### config.mk
export PLATFORM = sky130hd
export DESIGN_NAME = spi_host_win_initiator
export DESIGN_NICKNAME = d
export VERILOG_FILES = /design/src/rtl/spi_host_win_initiator.sv
export SDC_FILE = /design/constraint.sdc
export NUM_CORES = 1
export LEC_CHECK = 0
export CAP_MARGIN = 10
export CORE_MARGIN = 5
export CORE_UTILIZATION = 42
export DETAILED_ROUTE_END_ITERATION = 8
export PLACE_DENSITY = 0.86
export SLEW_MARGIN = 10
export SYNTH_ARGS = -nofsm -noshare
export SYNTH_HDL_FRONTEND = slang
export SYNTH_SLANG_ARGS = --single-unit
### constraint.sdc
create_clock -name clk_i -period 7.6 [get_ports clk_i]
set_clock_uncertainty 0.2 [all_clocks]
set_input_delay 1.52 -clock clk_i [delete_from_list [all_inputs] [get_ports clk_i]]
set_output_delay 1.52 -clock clk_i [all_outputs]
set_load 0.005 [all_outputs]
### src/rtl/spi_host_win_initiator.sv
// spi_host_win_initiator: streams TX words into and RX words out of the SPI host data windows over regbus
module spi_host_win_initiator #(
   parameter type reg_req_t = struct packed {
      logic [31:0] addr;
      logic        write;
      logic [31:0] wdata;
      logic [3:0]  wstrb;
      logic        valid;
   },
   parameter type reg_rsp_t = struct packed {
      logic [31:0] rdata;
      logic        error;
      logic        ready;
   },
   parameter logic [31:0] TxAddr = 32'h0,
   parameter logic [31:0] RxAddr = 32'h0,
   parameter int unsigned CntW   = 16
) (
   input  logic            clk_i,
   input  logic            rst_i,
   output reg_req_t        reg_req_o,
   input  reg_rsp_t        reg_rsp_i,
   input  logic [31:0]     tx_data_i,
   input  logic [3:0]      tx_be_i,
   input  logic            tx_valid_i,
   output logic            tx_ready_o,
   input  logic            rx_start_i,
   input  logic [CntW-1:0] rx_len_i,
   output logic            rx_busy_o,
   output logic [31:0]     rx_data_o,
   output logic            rx_valid_o,
   input  logic            rx_ready_i,
   output logic            err_o,
   input  logic            err_clr_i
);
   typedef enum logic [1:0] {IDLE, WRITE, READ} state_t;
   typedef enum logic {GNT_TX, GNT_RX} gnt_t;
   state_t          state;
   gnt_t            last_gnt;
   logic [CntW-1:0] remaining;
   logic            rx_elig;
   assign rx_elig    = (remaining != '0) & ~rx_valid_o;
   assign tx_ready_o = (state == IDLE) & ~rst_i & ~(rx_elig & (last_gnt == GNT_TX));
   assign rx_busy_o  = (remaining != '0) | (state == READ);
   always_ff @(posedge clk_i) begin
      if (rst_i) begin
         state      <= IDLE;
         last_gnt   <= GNT_RX;
         remaining  <= '0;
         reg_req_o  <= '0;
         rx_valid_o <= 1'b0;
         rx_data_o  <= '0;
         err_o      <= 1'b0;
      end else begin
         if (err_clr_i) err_o <= 1'b0;
         if (rx_valid_o & rx_ready_i) rx_valid_o <= 1'b0;
         if (rx_start_i & ~rx_busy_o) remaining <= rx_len_i;
         if (state == IDLE) begin
            if (tx_valid_i & tx_ready_o) begin
               reg_req_o.addr  <= TxAddr;
               reg_req_o.write <= 1'b1;
               reg_req_o.wdata <= tx_data_i;
               reg_req_o.wstrb <= tx_be_i;
               reg_req_o.valid <= 1'b1;
               last_gnt        <= GNT_TX;
               state           <= WRITE;
            end else if (rx_elig) begin
               reg_req_o.addr  <= RxAddr;
               reg_req_o.write <= 1'b0;
               reg_req_o.wdata <= '0;
               reg_req_o.wstrb <= '0;
               reg_req_o.valid <= 1'b1;
               last_gnt        <= GNT_RX;
               state           <= READ;
            end
         end else if (reg_rsp_i.ready) begin
            reg_req_o.valid <= 1'b0;
            state           <= IDLE;
            if (reg_rsp_i.error) err_o <= 1'b1;
            if (state == READ) begin
               if (remaining != '0) remaining <= remaining - CntW'(1);
               if (!reg_rsp_i.error) begin
                  rx_data_o  <= reg_rsp_i.rdata;
                  rx_valid_o <= 1'b1;
               end
            end
         end
      end
   end
endmodule

==> impl_results.md <==
* Antenna violations before repair at 0
* Hold Vio Cnt, Final at 0
* Global placer's final weighted congestion at between 0.8 and 0.9
* Setup tns final at 0 ps
* Classification of the worst-slack hold path: reg2reg
* Beginning of the worst register-to-register path: remaining[2]
* Via count of the first global-routing pass at between 3000 and 4000
* Rows at 34
* Total number of vias at 3370
* Fraction of registers with async set/reset at 0
* Maximum frequency from static timing analysis at 212.4 MHz
* Diode count at 0
* Actual slew at the worst max-slew pin at 1058 ps
* Worst Hold Slack at 257.3 ps
* Die Span Y at 103.3 µm
* Resize count post-CTS at 0
* Number of standard cells after synthesis at around 400
* # setup viols final at 0
* Avg Vias per Cell at 5.052
* Total net switching power at 0.5933 mW
* Switching Share at 0.3468
* Relative contribution of combinational cells to total power at 0.412
* Combined area of all synthesized cells at 3659 µm²
* Clock latency on the worst-skew pair at around 340 ps
* Critical path data arrival time at 2990 ps
* Unrepaired setup endpoints after global routing: false
* Starting density of the core at 0.4257
* Post-CTS Setup Repair Bufs at 0
* Final worst-path cycle share at 0.6196
* Leakage at around 2.0 nW
* Worst setup SP type: input port
* Startpoint of the lowest-slack hold path: rx_data_o[29]
* TritonCTS clock tree: done
* Number of input and output port buffers inserted at 165
* Post-DR wirelength/cell at 15.56 µm
* Kind of capture point of the worst setup path: primary output
* Total number of nets in the final design at approximately 650
* Post-layout min period at 4709 ps
* Worst-case headroom to the max-slew limit at 0.2944
* P per Cell Area at 312.9 nW/µm²
* Dpl hpwl at 7.766 mm
* Final Slew Violations at 0
* Power share of the clock group at 0.211
* Share of layout cells above drive strength 1 at 0.05903
* Pin count of the biggest net entering global routing at 59
* Sequential cell area fraction in the yosys report at 0.4979
* Relative area change from synthesis to final layout at 49.42%
* Count of flip-flops with a built-in enable after synthesis at 0
* Length of the first detailed-routing pass in iterations at 4
* Critical Path Start: rst_i
* I/O Pins at 198
* Detailed Route Iter0 Violations at 73
* Commonest register cell after synthesis: sky130_fd_sc_hd__dfxtp_1
* Distinct cell type count of the synthesized netlist at 45
* Setup Crit Path Kind: in2out
* Number of DRC violations after detailed routing at 0
* Number of clock buffers inserted by TritonCTS at 9
* Total of warnings raised by yosys at 0
* Placeable core area at 8593 µm²
* Number of buffers between clock root and the deepest sink at 2
* Hold-fix buffers at CTS at 0
* Run status: completed
* Area of the die at 10680 µm²
* Largest vdd supply drop at between 0.15 and 0.2 mV
* Wire length of the first global-routing pass at 15.73 mm
* Clock-pin slew reported for the worst setup and hold paths after clock tree synthesis at 80 ps
* Count of antenna-violating nets left after detailed routing at 0
* Clock sinks at a little over 90
* Detailed Route WL at 10.38 mm
* Area share of the leading cell type in the synthesized netlist at 0.4979
* Overall overflow remaining after global route at 0
* Cell type contributing the most total cell area after synthesis: sky130_fd_sc_hd__dfxtp_1
* Int Power at 1.117 mW
* Data required, critical path at between 5000 and 6000 ps
* Max-cap viol count at 0
* Top area cells in the synthesized netlist: sky130_fd_sc_hd__dfxtp_1 50%, sky130_fd_sc_hd__a22o_1 8.6%, sky130_fd_sc_hd__nand2_1 7.8%
* Total of flip-flops plus latches after synthesis at 91
* Highest net fanout along the worst path at 58
* Die width at 103.3 µm
* Number of H-tree levels at 3
* Overall fraction of global-route tracks in use at 0.1860
* Part of the total power dissipated in sequential elements at 0.377
* Master cell of the clock root buffer: sky130_fd_sc_hd__clkbuf_8
* Mean cell area of the mapped netlist at a little over 9 µm²
metrics by stage:
step	worst slack, ps	utilization	instances	power, mW	cell area (µm²)
6_report	2891	0.6361	667	1.711	5466
5_1_grt	2756	0.6361	667	1.826	5466
4_1_cts	2886	0.6361	667	1.722	5466
3_5_place_dp	2894	0.6098	651	1.355	5240
3_3_place_gp	2931	0.6098	651	1.332	5240
2_1_floorplan	3971	-	430	1.093	3775
worst paths after layout:
path | to | slack (ps) | cells past startpoint
setup / recovery | tx_ready_o | 2890 | 3
hold / removal | rx_data_o[29] | 260 | 2
setup reg to reg | remaining[1] | 4620 | 5
hold reg to reg | rx_data_o[29] | 260 | 2
logic make-up (layout without fill, tap and decap cells):
group / after synthesis / in the layout / share of synthesized area
mux: 2 / 2 / 0.005814
xor+xnor: 4 / 4 / 0.009575
buf+inv: 61 / 190 / 0.1029
fa+ha+maj: 2 / 2 / 0.006839
simple gates: 129 / 129 / 0.1734
flops: 91 / 91 / 0.4979
other cells: 1 / 32 / 0.001025
compound gates: 109 / 109 / 0.2025
power by group through the flow:
stage	clock network, mW	logic, mW	registers [mW]
4_1_cts	0.371	0.708	0.644
6_report	0.361	0.705	0.644
2_1_floorplan	0	0.446	0.647
5_1_grt	0.391	0.776	0.658
3_5_place_dp	0	0.703	0.652
3_3_place_gp	0	0.685	0.647
flip-flops by register name, indices dropped and copies added (netlist names):
signal / flops
rx_valid_o: 1
err_o: 1
reg_req_o: 38
state: 2
rx_data_o: 32
last_gnt: 1
remaining: 16
area by class of cell:
type | count | area (µm²)
fill | 720 | 3127
sequential | 91 | 1822
clock inverter | 6 | 88.84
timing repair buffer | 169 | 1677
tap | 108 | 135.1
multi-input combinational | 278 | 1588
clock buffer | 10 | 137.6
inverter | 5 | 18.77
worst max-delay path, cell delays in order:
cell,delay [ps]
sky130_fd_sc_hd__buf_2,770
sky130_fd_sc_hd__nor3_1,180
sky130_fd_sc_hd__clkdlybuf4s50_1,500
cell usage after synthesis (2+ instances only):
cell type                  number
sky130_fd_sc_hd__or3_1          3
sky130_fd_sc_hd__a22o_1        36
sky130_fd_sc_hd__nor4b_1        2
sky130_fd_sc_hd__clkbuf_1      14
sky130_fd_sc_hd__nor2_1        14
sky130_fd_sc_hd__buf_6          2
sky130_fd_sc_hd__o21ai_0        4
sky130_fd_sc_hd__buf_4         33
sky130_fd_sc_hd__a21oi_1       48
sky130_fd_sc_hd__xnor2_1        4
sky130_fd_sc_hd__inv_1          5
sky130_fd_sc_hd__a21o_1         2
sky130_fd_sc_hd__o21bai_1       2
sky130_fd_sc_hd__nand2b_1       3
sky130_fd_sc_hd__buf_2          7
sky130_fd_sc_hd__ha_1           2
sky130_fd_sc_hd__dfxtp_1       91
sky130_fd_sc_hd__nor4_1         8
sky130_fd_sc_hd__or2_2          3
sky130_fd_sc_hd__nand2_1       76
sky130_fd_sc_hd__a211oi_1       8
sky130_fd_sc_hd__nor3_1         8
sky130_fd_sc_hd__a32oi_1        2
per-layer routing:
layer	track usage	vias to the layer above	part of all wire
li1	-	1643	-
met1	0.2206	1561	0.40
met2	0.3187	144	0.49
met3	0.05030	22	0.087
met4	0.07570	0	0.022
met5	0	-	0
placed cells by master, fill, tap and decap left out, drive strengths merged, types with 2 or more instances in the layout:
| cell type | Yosys | final |
|---|---|---|
| dfxtp | 91 | 91 |
| clkinvlp | 0 | 2 |
| nand2b | 3 | 3 |
| clkdlybuf4s50 | 0 | 164 |
| xnor2 | 4 | 4 |
| or4b | 2 | 2 |
| conb | 1 | 32 |
| a21o | 2 | 2 |
| nor2 | 14 | 14 |
| a22o | 36 | 36 |
| clkbuf | 14 | 10 |
| nor3 | 8 | 8 |
| nand2 | 76 | 76 |
| nor4b | 3 | 3 |
| a21oi | 49 | 49 |
| a211oi | 8 | 8 |
| o21ai | 4 | 4 |
| inv | 5 | 5 |
| ha | 2 | 2 |
| nor4 | 10 | 10 |
| a32oi | 2 | 2 |
| bufinv | 0 | 2 |
| clkinv | 0 | 2 |
| o21bai | 2 | 2 |
| or3 | 4 | 4 |
| or2 | 3 | 3 |
| buf | 42 | 5 |
No activity file was read; power rests on OpenSTA's default activity.
